<file path="config.mk">
export PLATFORM = sky130hd
export DESIGN_NAME = pow5_sched
export DESIGN_NICKNAME = d
export VERILOG_FILES = /design/src/rtl/pow5_sched_pkg.sv /design/src/rtl/pow5_rr_pick.sv /design/src/rtl/pow5_sched.sv
export SDC_FILE = /design/constraint.sdc
export NUM_CORES = 1
export LEC_CHECK = 0
export CORE_AREA = 2 2 95 97
export CTS_BUF_LIST = sky130_fd_sc_hd__clkbuf_4
export DETAILED_ROUTE_END_ITERATION = 6
export DIE_AREA = 0 0 97 99
export PLACE_DENSITY_LB_ADDON = 0.25
export SLEW_MARGIN = 40
export SYNTH_ARGS = -nofsm -noshare
export SYNTH_HDL_FRONTEND = slang
export SYNTH_HIERARCHICAL = 1
export SYNTH_SLANG_ARGS = --single-unit
</file>
<file path="constraint.sdc">
create_clock -name clock -period 3.85 [get_ports clock]
set_input_delay 1.155 -clock clock [delete_from_list [all_inputs] [get_ports clock]]
set_output_delay 1.155 -clock clock [all_outputs]
set_load 0.01 [all_outputs]
</file>
<file path="src/rtl/pow5_sched_pkg.sv">
// Shared definitions for the pow5 scheduler: FSM encoding and parameter defaults.
package pow5_sched_pkg;

    typedef enum logic {
        IDLE = 1'b0,
        BUSY = 1'b1
    } state_t;

    localparam int DEF_N_REQ   = 4;
    localparam int DEF_WIDTH   = 18;
    localparam int DEF_TIMEOUT = 15;

endpackage

</file>
<file path="src/rtl/pow5_rr_pick.sv">
// Combinational round-robin selector: first set req bit searching upward
// from last+1, wrapping at N_REQ. pick is one-hot (all zero when !any).
module pow5_rr_pick #(
    parameter int N_REQ = 4,
    parameter int LW    = (N_REQ > 1) ? $clog2(N_REQ) : 1
) (
    input  logic [N_REQ-1:0] req,
    input  logic [LW-1:0]    last,
    output logic             any,
    output logic [N_REQ-1:0] pick
);

    int          idx;
    logic [LW-1:0] sel;
    logic        found;

    // Walk the N_REQ positions after last; the first requesting one wins.
    always_comb begin
        pick  = '0;
        found = 1'b0;
        idx   = 0;
        sel   = '0;
        for (int k = 1; k <= N_REQ; k++) begin
            idx = (int'(last) + k) % N_REQ;
            sel = LW'(idx);
            if (!found && req[sel]) begin
                pick[sel] = 1'b1;
                found     = 1'b1;
            end
        end
    end

    assign any = |req;

endmodule

</file>
<file path="src/rtl/pow5_sched.sv">
// Round-robin scheduler sharing one multi-cycle fifth-power unit among
// N_REQ requesters. Optional BUSY timeout enabled by POW5_SCHED_TIMEOUT_EN;
// without it BUSY waits for unit_ready indefinitely and err stays 0.
module pow5_sched
    import pow5_sched_pkg::*;
#(
    parameter int N_REQ   = DEF_N_REQ,
    parameter int WIDTH   = DEF_WIDTH,
    parameter int TIMEOUT = DEF_TIMEOUT
) (
    input  logic                   clock,
    input  logic                   reset_n,
    input  logic [N_REQ-1:0]       req,
    input  logic [N_REQ*WIDTH-1:0] req_n,
    output logic [N_REQ-1:0]       gnt,
    output logic                   unit_run,
    output logic [WIDTH-1:0]       unit_n,
    input  logic                   unit_ready,
    input  logic [WIDTH-1:0]       unit_result,
    output logic [N_REQ-1:0]       done,
    output logic [WIDTH-1:0]       result,
    output logic                   err,
    output logic                   busy
);

    localparam int LW = $clog2(N_REQ);

    state_t          state;
    logic [LW-1:0]   last;
    logic [LW-1:0]   owner;
    logic            any;
    logic [N_REQ-1:0] pick;
    logic [LW-1:0]   pick_idx;
    logic [WIDTH-1:0] sel_n;

`ifdef POW5_SCHED_TIMEOUT_EN
    localparam int TW = $clog2(TIMEOUT + 1);
    logic [TW-1:0] tcnt;
`endif

    pow5_rr_pick #(.N_REQ(N_REQ), .LW(LW)) u_pick (
        .req  (req),
        .last (last),
        .any  (any),
        .pick (pick)
    );

    // Encode the one-hot winner and mux its operand.
    always_comb begin
        pick_idx = '0;
        sel_n    = '0;
        for (int i = 0; i < N_REQ; i++) begin
            if (pick[i]) begin
                pick_idx = LW'(i);
                sel_n    = req_n[i*WIDTH +: WIDTH];
            end
        end
    end

    // Control FSM; gnt/unit_run/done are one-cycle pulses, everything registered.
    always_ff @(posedge clock or negedge reset_n) begin
        if (!reset_n) begin
            state    <= IDLE;
            last     <= LW'(N_REQ - 1);
            owner    <= '0;
            gnt      <= '0;
            unit_run <= 1'b0;
            unit_n   <= '0;
            done     <= '0;
            result   <= '0;
            err      <= 1'b0;
            busy     <= 1'b0;
`ifdef POW5_SCHED_TIMEOUT_EN
            tcnt     <= '0;
`endif
        end else begin
            gnt      <= '0;
            unit_run <= 1'b0;
            done     <= '0;
            case (state)
                IDLE: begin
                    // unit_ready here is a stale pulse and is dropped.
                    if (any) begin
                        gnt      <= pick;
                        unit_run <= 1'b1;
                        unit_n   <= sel_n;
                        owner    <= pick_idx;
                        last     <= pick_idx;
                        busy     <= 1'b1;
                        state    <= BUSY;
`ifdef POW5_SCHED_TIMEOUT_EN
                        tcnt     <= '0;
`endif
                    end
                end
                BUSY: begin
                    if (unit_ready) begin
                        done[owner] <= 1'b1;
                        result      <= unit_result;
                        err         <= 1'b0;
                        busy        <= 1'b0;
                        state       <= IDLE;
                    end
`ifdef POW5_SCHED_TIMEOUT_EN
                    // ready in the same cycle as the limit takes priority above.
                    else if (tcnt == TW'(TIMEOUT)) begin
                        done[owner] <= 1'b1;
                        result      <= '0;
                        err         <= 1'b1;
                        busy        <= 1'b0;
                        state       <= IDLE;
                    end else begin
                        tcnt <= tcnt + TW'(1);
                    end
`endif
                end
                default: state <= IDLE;
            endcase
        end
    end

endmodule
</file>
# Word level (Yosys, flattened, before mapping)
# Index checks and enable logic that the tools add are counted.
# word_totals
register_bits	51
input_bits	97
# classes
muxes	43
addsub	4
reduce_logical	15
order_cmp	10
bitwise_logic	4
n_eq_ne	2
# op_table
cell	n
$mux W18	4
$mux W4	8
$mux W1	18
$lt A2 B3 Y1 const B	5
$or A4 B4 Y4	3
$demux W1 S2	5
$ge A2 B1 Y1 const B	5
$bmux W1 S2	4
$logic_and A1 B1 Y1	8
$reduce_and A2 Y1	3
$add A2 B1 Y2 const B	2
$add A2 B2 Y2 const B	2
$mux W2	2
$ne A2 B2 Y1 const B	2
$pmux W1 S2	2
$reduce_or A4 Y1	1
$logic_not A1 Y1	3
$not A1 Y1	1

# Longest topological paths before layout
# Gate-level depths: netlist of run 1.
# logic_depth
word_depth	17
depth_mapped	12
depth_no_buf	9

# By module
# Netlist of run 1, hierarchy kept.
# modules_own_cells
mod	instances	seq_area_each_um2	area_each_um2	cells_each
pow5_sched	1	1278.7	2585.0	239
pow5_rr_pick	1	0.0	365.4	39

# Worst setup path after synthesis of run 1
# No wires, ideal clock.
# synth_path
kind	in2reg
startpoint	in req[2]
endpoint	reg unit_n[0]
slack_ps	704
n_path_buf	3
cell_stages	10
t_arrival_ps	3065
cell_sequence	mux4_2 buf_6 nor4b_4 nand2_1 o211ai_1 buf_6 buf_8 a21oi_1 a221o_1 a31oi_2
# synth_rtl
element	line_no	text
from (decl)	pow5_sched.sv:13	input logic [N_REQ-1:0] req,
$bmux W1 S2	pow5_rr_pick.sv:26	if (!found && req[sel]) begin
$mux W1 (not written as such)	pow5_rr_pick.sv:26	
$mux W1	pow5_rr_pick.sv:26	
$logic_not A1 Y1	pow5_rr_pick.sv:26	
$logic_and A1 B1 Y1	pow5_rr_pick.sv:26	
$mux W1	pow5_rr_pick.sv:26	
$logic_not A1 Y1	pow5_rr_pick.sv:26	
$logic_and A1 B1 Y1	pow5_rr_pick.sv:26	
$mux W1	pow5_rr_pick.sv:26	
$logic_not A1 Y1	pow5_rr_pick.sv:26	
$logic_and A1 B1 Y1	pow5_rr_pick.sv:26	
$mux W4 (*)	pow5_rr_pick.sv:26	
via pick[1]	pow5_sched.sv:32	logic [N_REQ-1:0] pick;
$mux W18 (*) (3 in series)	pow5_sched.sv:53	if (pick[i]) begin
to (signal assigned)	pow5_sched.sv:86	unit_n <= sel_n;
to (decl)	pow5_sched.sv:17	output logic [WIDTH-1:0] unit_n,
# Mark *: on every way through the listed nets, which the timed path passes. The rest lies on a longest branch. The select of a mux whose other input is x is not followed.
# A chain may end at the register's enable or synchronous reset.

# Worst setup path in the final report of run 1
# layout_path
startpoint	in req[2]
endpoint	reg unit_n[8]
# The elaborated chain is that of the path after synthesis.

==> results of run 1 <==
## registers in the layout, indices dropped and copies added (netlist names)
| signal | count |
|---|---|
| busy | 1 |
| done | 4 |
| gnt | 4 |
| last | 2 |
| owner | 2 |
| result | 18 |
| state | 1 |
| unit_n | 18 |
| unit_run | 1 |
## layout make-up
cell class	count	area share
Inverter	24	0.0200
Sequential cell	51	0.284
Clock buffer	5	0.00834
Clock inverter	3	0.00445
Tap cell	108	0.0300
Multi-Input combinational cell	180	0.318
Timing Repair Buffer	151	0.336
## power by group
| part | leakage, nW | switching (W) | internal [W] |
|---|---|---|---|
| clock network | 0.0288 | 0.000174 | 0.0000705 |
| registers | 0.606 | 0.000116 | 0.000718 |
| logic | 1.16 | 0.00103 | 0.00110 |
## per-layer routing
layer	routed length (µm)	part of all wire	GRT usage
met1	3270	0.44	0.202
met4	82	0.011	0.0444
met3	726	0.097	0.0525
met2	3410	0.46	0.256
met5	0	0	0
## worst max-delay path by stage
stage | end
after CTS | unit_n[15]$_DFFE_PN0P_
final | unit_n[8]$_DFFE_PN0P_
after detailed placement | unit_n[15]$_DFFE_PN0P_
after global placement | unit_n[15]$_DFFE_PN0P_
after global routing | unit_n[13]$_DFFE_PN0P_
after floorplan | unit_n[0]$_DFFE_PN0P_
## placed cells by master (no fill, tap or decap)
cell and instances:
nand2_2 1, mux4_1 2, and2_1 4, mux2_2 18
clkbuf_4 5, o21a_1 4, nand2_1 23, a21oi_1 21
nor4b_4 1, a21oi_2 1, a31oi_2 15, a31oi_1 3
clkinv_1 1, and4_1 1, dfrtp_1 49, nor2_1 23
or4_1 1, clkinvlp_4 1, dfstp_2 2, nor3b_1 7
buf_12 2, or2b_1 1, buf_4 8, clkdlybuf4s50_1 141
nor2b_4 1, conb_1 1, nor3_1 1, a221o_1 18
inv_1 24, clkinv_4 1, nand3b_1 19, mux4_2 2
ha_1 8, o211ai_1 4
## Yosys cell counts, types with 5 or more instances
master	number	area, µm²
a21oi_1	21	105
a221o_1	18	180
a31oi_2	15	188
buf_2	6	30.0
buf_4	5	37.5
clkbuf_1	6	22.5
dfrtp_1	49	1230
ha_1	8	100
inv_1	24	90.1
mux2_2	18	203
nand2_1	24	90.1
nand3b_1	19	143
nor2_1	23	86.3
nor3b_1	7	52.6
## stage by stage
| step | instances | instance area, µm² | utilization | total power [W] |
|---|---|---|---|---|
| after detailed placement | 514 | 4450 | 0.520 | 0.00299 |
| after CTS | 522 | 4500 | 0.527 | 0.00325 |
| final | 522 | 4500 | 0.527 | 0.00321 |
| after floorplan | 278 | 2950 | - | 0.00235 |
| after global routing | 522 | 4500 | 0.527 | 0.00348 |
| after global placement | 514 | 4440 | 0.519 | 0.00294 |
## logic make-up after synthesis
group	Yosys count
AND/OR/NAND/NOR	83
AO/OA/AOI/OAI	66
flip-flops	51
buffers and inverters	47
multiplexers	22
adder cells (fa/ha/maj)	8
other	1
## critical path, cell delays in order
cell             delay, ns
clkdlybuf4s50_1       0.46
mux4_2                0.55
nor4b_4               0.38
nand2_1               0.09
o211ai_1              0.13
buf_4                 0.26
a21oi_1               0.09
a221o_1               0.34
a31oi_2               0.16
==> impl_results.md, run 1 <==
* Reg2Reg Depth at 10
* Die area at slightly below 10000 µm²
* TritonCTS clock tree: built
* Synth Area in XOR/XNOR at 0
* Register area share after synthesis at 0.433
* RSZ-0062 raised after global routing: false
* Synth Register Bits at slightly above 50
* DR vias at approximately 2600
* Initial antenna violation count at 0
* VDD IR-drop max at 0.359 mV
* Vias in the first global route at around 2600
* Worst rel slew slack at 0.587
* Crit path kind: primary input to flip-flop
* CP endpoint kind: flip-flop
* Total grt overflow at 0
* Min cycle time layout at between 3 and 4 ns
* Clock Sinks at around 50
* Ys async rst share at 1.00
* Post-Synth Adder-Cell Area at 0.0339
* DRT iter0 DRCs at 136
* Core area at between 8000 and 9000 µm²
* Max Clk Rate at approximately 300 MHz
* Hold wc startpoint: busy$_DFFE_PN0P_
* Area occupied by multi-input gates at ~1400 µm²
* Setup slack, reg-to-reg at 0.56 ns
* MaxCap Viol Count at 0
* Fillers at ~800
* Critical Path AT at approximately 3.6 ns
* Final period utilization at 0.864
* WHS Endpoint: busy$_DFFE_PN0P_
* Antenna cell count at 0
* Hold WC Path Type: flip-flop to flip-flop
* NumNets Final at between 500 and 600
* Initial Utilization at 0.345
* CP Launch Type: primary input
* H-tree depth at 2
* Pwr Density at between 700 and 800 nW/µm²
* Max Transition Viols Final at 0
* Post-Synth Simple-Gate Area at 0.154
* Critical R2R Launch: last[0]$_DFFE_PN1P_
* CTS resizes at 0
* Post-DP HPWL at about 5600 µm
* Gate Count Post-Synth at 278
* Crit path max fanout at 21
* Leakage power at 1.79 nW
* Die Width at around 97 µm
* Via/cell ratio at ~5
* Final setup viols at 0
* Root buf cell: clkbuf_4
* Largest family of logic cells by synthesized area: compound AO/OA/AOI/OAI gates
* Buffers added on ports at around 140
* First drt pass iteration count at 4
* Final ANT Viol Nets at 0
* Mapped Area at 2950 µm²
* Yosys cell types at 32
* Layout Skew at about 0.0067 ns
* IO Pins at about 140
* Largest net degree at the start of global routing at roughly 50
* Share of cells above drive strength 1 at 0.140
* Hold Fails Final Rpt at 0
* Clock Latency Late Sink at between 0.3 and 0.4 ns
* First-pass GRT wire length at 12400 µm
* WL/cell at roughly 14 µm
* Synth Net Count at ~380
* Setup Fix Bufs, Post-CTS at 0
* Drt total wl at approximately 7500 µm
* Complex-gate fraction of the synthesized area at 0.190
* Worst EP required at roughly 4.2 ns
* Std-Cell Rows at 34
* Flip-flop and latch area at between 1000 and 1500 µm²
* DRC Markers at 0
* Slew @ Worst Pin at 0.619 ns
* Yosys warnings at 6
* Clk pin slew, worst setup/hold paths at ~0.15 ns
* Setup TNS at 0 ns
* Setup crit start: req[2]
* Hold_ws at 0.512 ns
* Top FF cell, synth: dfrtp_1
* CTS buffer count at 5
* Die Y at between 90 and 100 µm
* Mean post-synth cell area at between 10 and 15 µm²
* Post-CTS Hold Fix Bufs at 0
* Pre-CTS WS at approximately 0.15 ns
* Post-synth EDFFs at 0
* Clock Path Buffers at 2
* Placer Congestion at a little under 0.9
* Layout area overhead at 52.6%
* Post-synthesis mux area share at 0.102
* Reg2reg end: unit_n[8]$_DFFE_PN0P_
* Status: completed
* Worst hold path depth at 1
* Final worst slack at 0.523 ns
* All-Layer GR Usage at 0.158
Power figures use the tool's default switching activity.
==> run 2, diff against run 1 <==
--- a/config.mk
+++ b/config.mk
@@ -7,6 +7,7 @@
 export LEC_CHECK = 0
 export CORE_AREA = 2 2 95 97
 export CTS_BUF_LIST = sky130_fd_sc_hd__clkbuf_4
+export CTS_CLUSTER_SIZE = 20
 export DETAILED_ROUTE_END_ITERATION = 6
 export DIE_AREA = 0 0 97 99
 export PLACE_DENSITY_LB_ADDON = 0.25
==> results of run 2 <==
No change in the layout: final DEF, timing and power equal those of run 1.
==> run 3, diff against run 2 <==
--- a/config.mk
+++ b/config.mk
@@ -10,6 +10,7 @@
 export CTS_CLUSTER_SIZE = 20
 export DETAILED_ROUTE_END_ITERATION = 6
 export DIE_AREA = 0 0 97 99
+export MAX_ROUTING_LAYER = met4
 export PLACE_DENSITY_LB_ADDON = 0.25
 export SLEW_MARGIN = 40
 export SYNTH_ARGS = -nofsm -noshare
==> run 3 against run 2 <==
Effect of this change: non-clock buffer count did not move; worst setup slack improved by 0.0017 ns; clock-buffer cell count did not move; power barely moved; clock skew rose by 0.00081 ns; clock power barely moved; critical path depth did not move.
==> impl_results.md, run 3 (same netlist as run 1, synthesis figures left out) <==
* Flip-flop and latch area at 1280 µm² (unchanged)
* Final worst slack at 0.525 ns (was 0.523 ns)
* Layout area overhead at 52.6% (unchanged)
* All-Layer GR Usage at 0.163 (was 0.158)
* Leakage power at 1.79 nW (unchanged)
* Worst rel slew slack at 0.579 (was 0.587)
* Die Width at 97 µm (unchanged)
* First drt pass iteration count at 4 (unchanged)
* Final ANT Viol Nets at 0 (unchanged)
* Drt total wl at 7490 µm (was 7480 µm)
* Post-DP HPWL at 5580 µm (unchanged)
* VDD IR-drop max at 0.360 mV (was 0.359 mV)
* Core area at 8550 µm² (unchanged)
* Max Transition Viols Final at 0 (unchanged)
* Final setup viols at 0 (unchanged)
* Hold Fails Final Rpt at 0 (unchanged)
* Most common cell after layout, fill and taps aside: clkdlybuf4s50_1 (unchanged)
* Root buf cell: clkbuf_4 (unchanged)
* Combinational share of power at 0.663 (was 0.664)
* Most frequent cells in the layout: 141 x clkdlybuf4s50_1, 49 x dfrtp_1, 24 x inv_1 (unchanged)
* Pwr Density at 712 nW/µm² (about the same)
* Std-Cell Rows at 34 (unchanged)
* Die area at 9600 µm² (unchanged)
* Fillers at 792 (unchanged)
* DR vias at 2554 (was 2553)
* IO Pins at 144 (unchanged)
* Slowest stage delay, CP at 0.55 ns (about the same)
* Placer Congestion at 0.909 (was 0.894)
* P_int at 0.00189 W (about the same)
* Critical R2R Launch: last[0]$_DFFE_PN1P_ (unchanged)
* Hold WC Path Type: flip-flop to flip-flop (unchanged)
* CP Launch Type: primary input (unchanged)
* DRT iter0 DRCs at 151 (was 136)
* Clock Latency Late Sink at 0.37 ns (was 0.36 ns)
* Sw frac at 0.411 (about the same)
* Initial Utilization at 0.345 (unchanged)
* Clock Sinks at 51 (unchanged)
* Pre-CTS WS at 0.146 ns (unchanged)
* Hold_ws at 0.513 ns (was 0.512 ns)
* Total grt overflow at 0 (unchanged)
* Die Y at 99 µm (unchanged)
* MaxCap Viol Count at 0 (unchanged)
* Final Util at 0.527 (unchanged)
* CP max stage cell: mux4_2 (unchanged)
* Setup TNS at 0 ns (unchanged)
* RSZ-0062 raised after global routing: false (unchanged)
* Post-CTS Hold Fix Bufs at 0 (unchanged)
* TritonCTS clock tree: built (unchanged)
* Clk pin slew, worst setup/hold paths at 0.15 ns (about the same)
* Placed cell area at 4450 µm² (unchanged)
* Via/cell ratio at 4.89 (about the same)
* Status: completed (unchanged)
* Vias in the first global route at 2574 (was 2565)
* Initial antenna violation count at 0 (unchanged)
* Max Clk Rate at 301 MHz (about the same)
* Buffers added on ports at 142 (unchanged)
* H-tree depth at 2 (unchanged)
* Setup crit start: req[2] (unchanged)
* Sequential power share at 0.260 (about the same)
* NetSw at 0.00132 W (about the same)
* Worst EP required at 4.15 ns (about the same)
* Layout Skew at 0.00747 ns (was 0.00666 ns)
* DRC Markers at 0 (unchanged)
* CTS resizes at 0 (unchanged)
* CTS buffer count at 5 (unchanged)
* NumNets Final at 518 (unchanged)
* Min cycle time layout at 3.33 ns (about the same)
* Final period utilization at 0.864 (about the same)
* Crit path kind: primary input to flip-flop (unchanged)
* First-pass GRT wire length at 12300 µm (was 12400 µm)
* Power share of the clock group at 0.076 (about the same)
* Setup slack, reg-to-reg at 0.55 ns (was 0.56 ns)
* Hold wc startpoint: busy$_DFFE_PN0P_ (unchanged)
* CP endpoint kind: flip-flop (unchanged)
* Slew @ Worst Pin at 0.632 ns (was 0.619 ns)
* WL/cell at 14.3 µm (about the same)
* Worst path top cell family by delay: compound AO/OA/AOI/OAI gates (unchanged)
* Buf/Inv on CP at 2 (unchanged)
* Crit path max fanout at 21 (unchanged)
* Critical Path AT at 3.63 ns (was 3.62 ns)
* Area occupied by multi-input gates at 1430 µm² (unchanged)
* Share of cells above drive strength 1 at 0.140 (unchanged)
* Largest net degree at the start of global routing at 51 (unchanged)
* Cell area after layout at 4500 µm² (unchanged)
* Clock Path Buffers at 2 (unchanged)
* Crit-path cells: clkdlybuf4s50_1 > mux4_2 > nor4b_4 > nand2_1 > o211ai_1 > buf_4 > a21oi_1 > a221o_1 > a31oi_2 (unchanged)
* Biggest registers after layout: result (18), unit_n (18) (unchanged)
* Antenna cell count at 0 (unchanged)
* Setup Fix Bufs, Post-CTS at 0 (unchanged)
run 3: cell counts in the layout (fill, tap and decap cells not counted):
No cell type changed its count.
run 3: path summary, 6_finish.rpt:
| kind | to | depth (start not counted) |
|---|---|---|
| worst max-delay path | unit_n[8]$_DFFE_PN0P_ | 9 |
| worst max register to register | unit_n[8]$_DFFE_PN0P_ | 10 |
| max in group asynchronous | last[0]$_DFFE_PN1P_ | 2 |
| worst min-delay path | busy$_DFFE_PN0P_ | 1 |
| worst min register to register | busy$_DFFE_PN0P_ | 1 |
| min in group asynchronous | result[6]$_DFFE_PN0P_ | 1 |
run 3: worst reg2reg max path: cells and delay by family (launching register included):
kind / cells / cell delay, ns
mux: 1 / 0.64
compound gates: 4 / 0.73
simple gates: 2 / 0.42
buf+inv: 2 / 0.40
flops: 1 / 0.70
fa+ha+maj: 1 / 0.36
run 3: cell type report:
| class | count | area share |
|---|---|---|
| clock buffer | 5 | 0.00834 |
| clock inverter | 3 | 0.00445 |
| inverter | 24 | 0.0200 |
| multi-input combinational | 180 | 0.318 |
| sequential | 51 | 0.284 |
| tap | 108 | 0.0300 |
| timing repair buffer | 151 | 0.336 |
run 3: stage by stage:
stage / power [W] / instances
2_1_floorplan: 0.00235 / 278
3_3_place_gp: 0.00294 / 514
3_5_place_dp: 0.00299 / 514
4_1_cts: 0.00325 / 522
5_1_grt: 0.00348 / 522
6_report: 0.00320 / 522
run 3: layer usage:
layer | global-route usage | routed length (µm) | vias up
met3 | 0.0411 | 562 | 10
met1 | 0.211 | 3450 | 1170
met5 | - | 0 | -
li1 | - | - | 1254
met4 | 0.0444 | 99 | 0
met2 | 0.255 | 3380 | 120
run 3: power groups by stage:
stage | sequential [W] | combinational, W | clock [W]
CTS | 0.000837 | 0.00215 | 0.000259
global route | 0.000865 | 0.00233 | 0.000286
floorplan | 0.000908 | 0.00144 | 0
global placement | 0.000841 | 0.00210 | 0
detailed placement | 0.000850 | 0.00214 | 0
finish | 0.000833 | 0.00213 | 0.000245
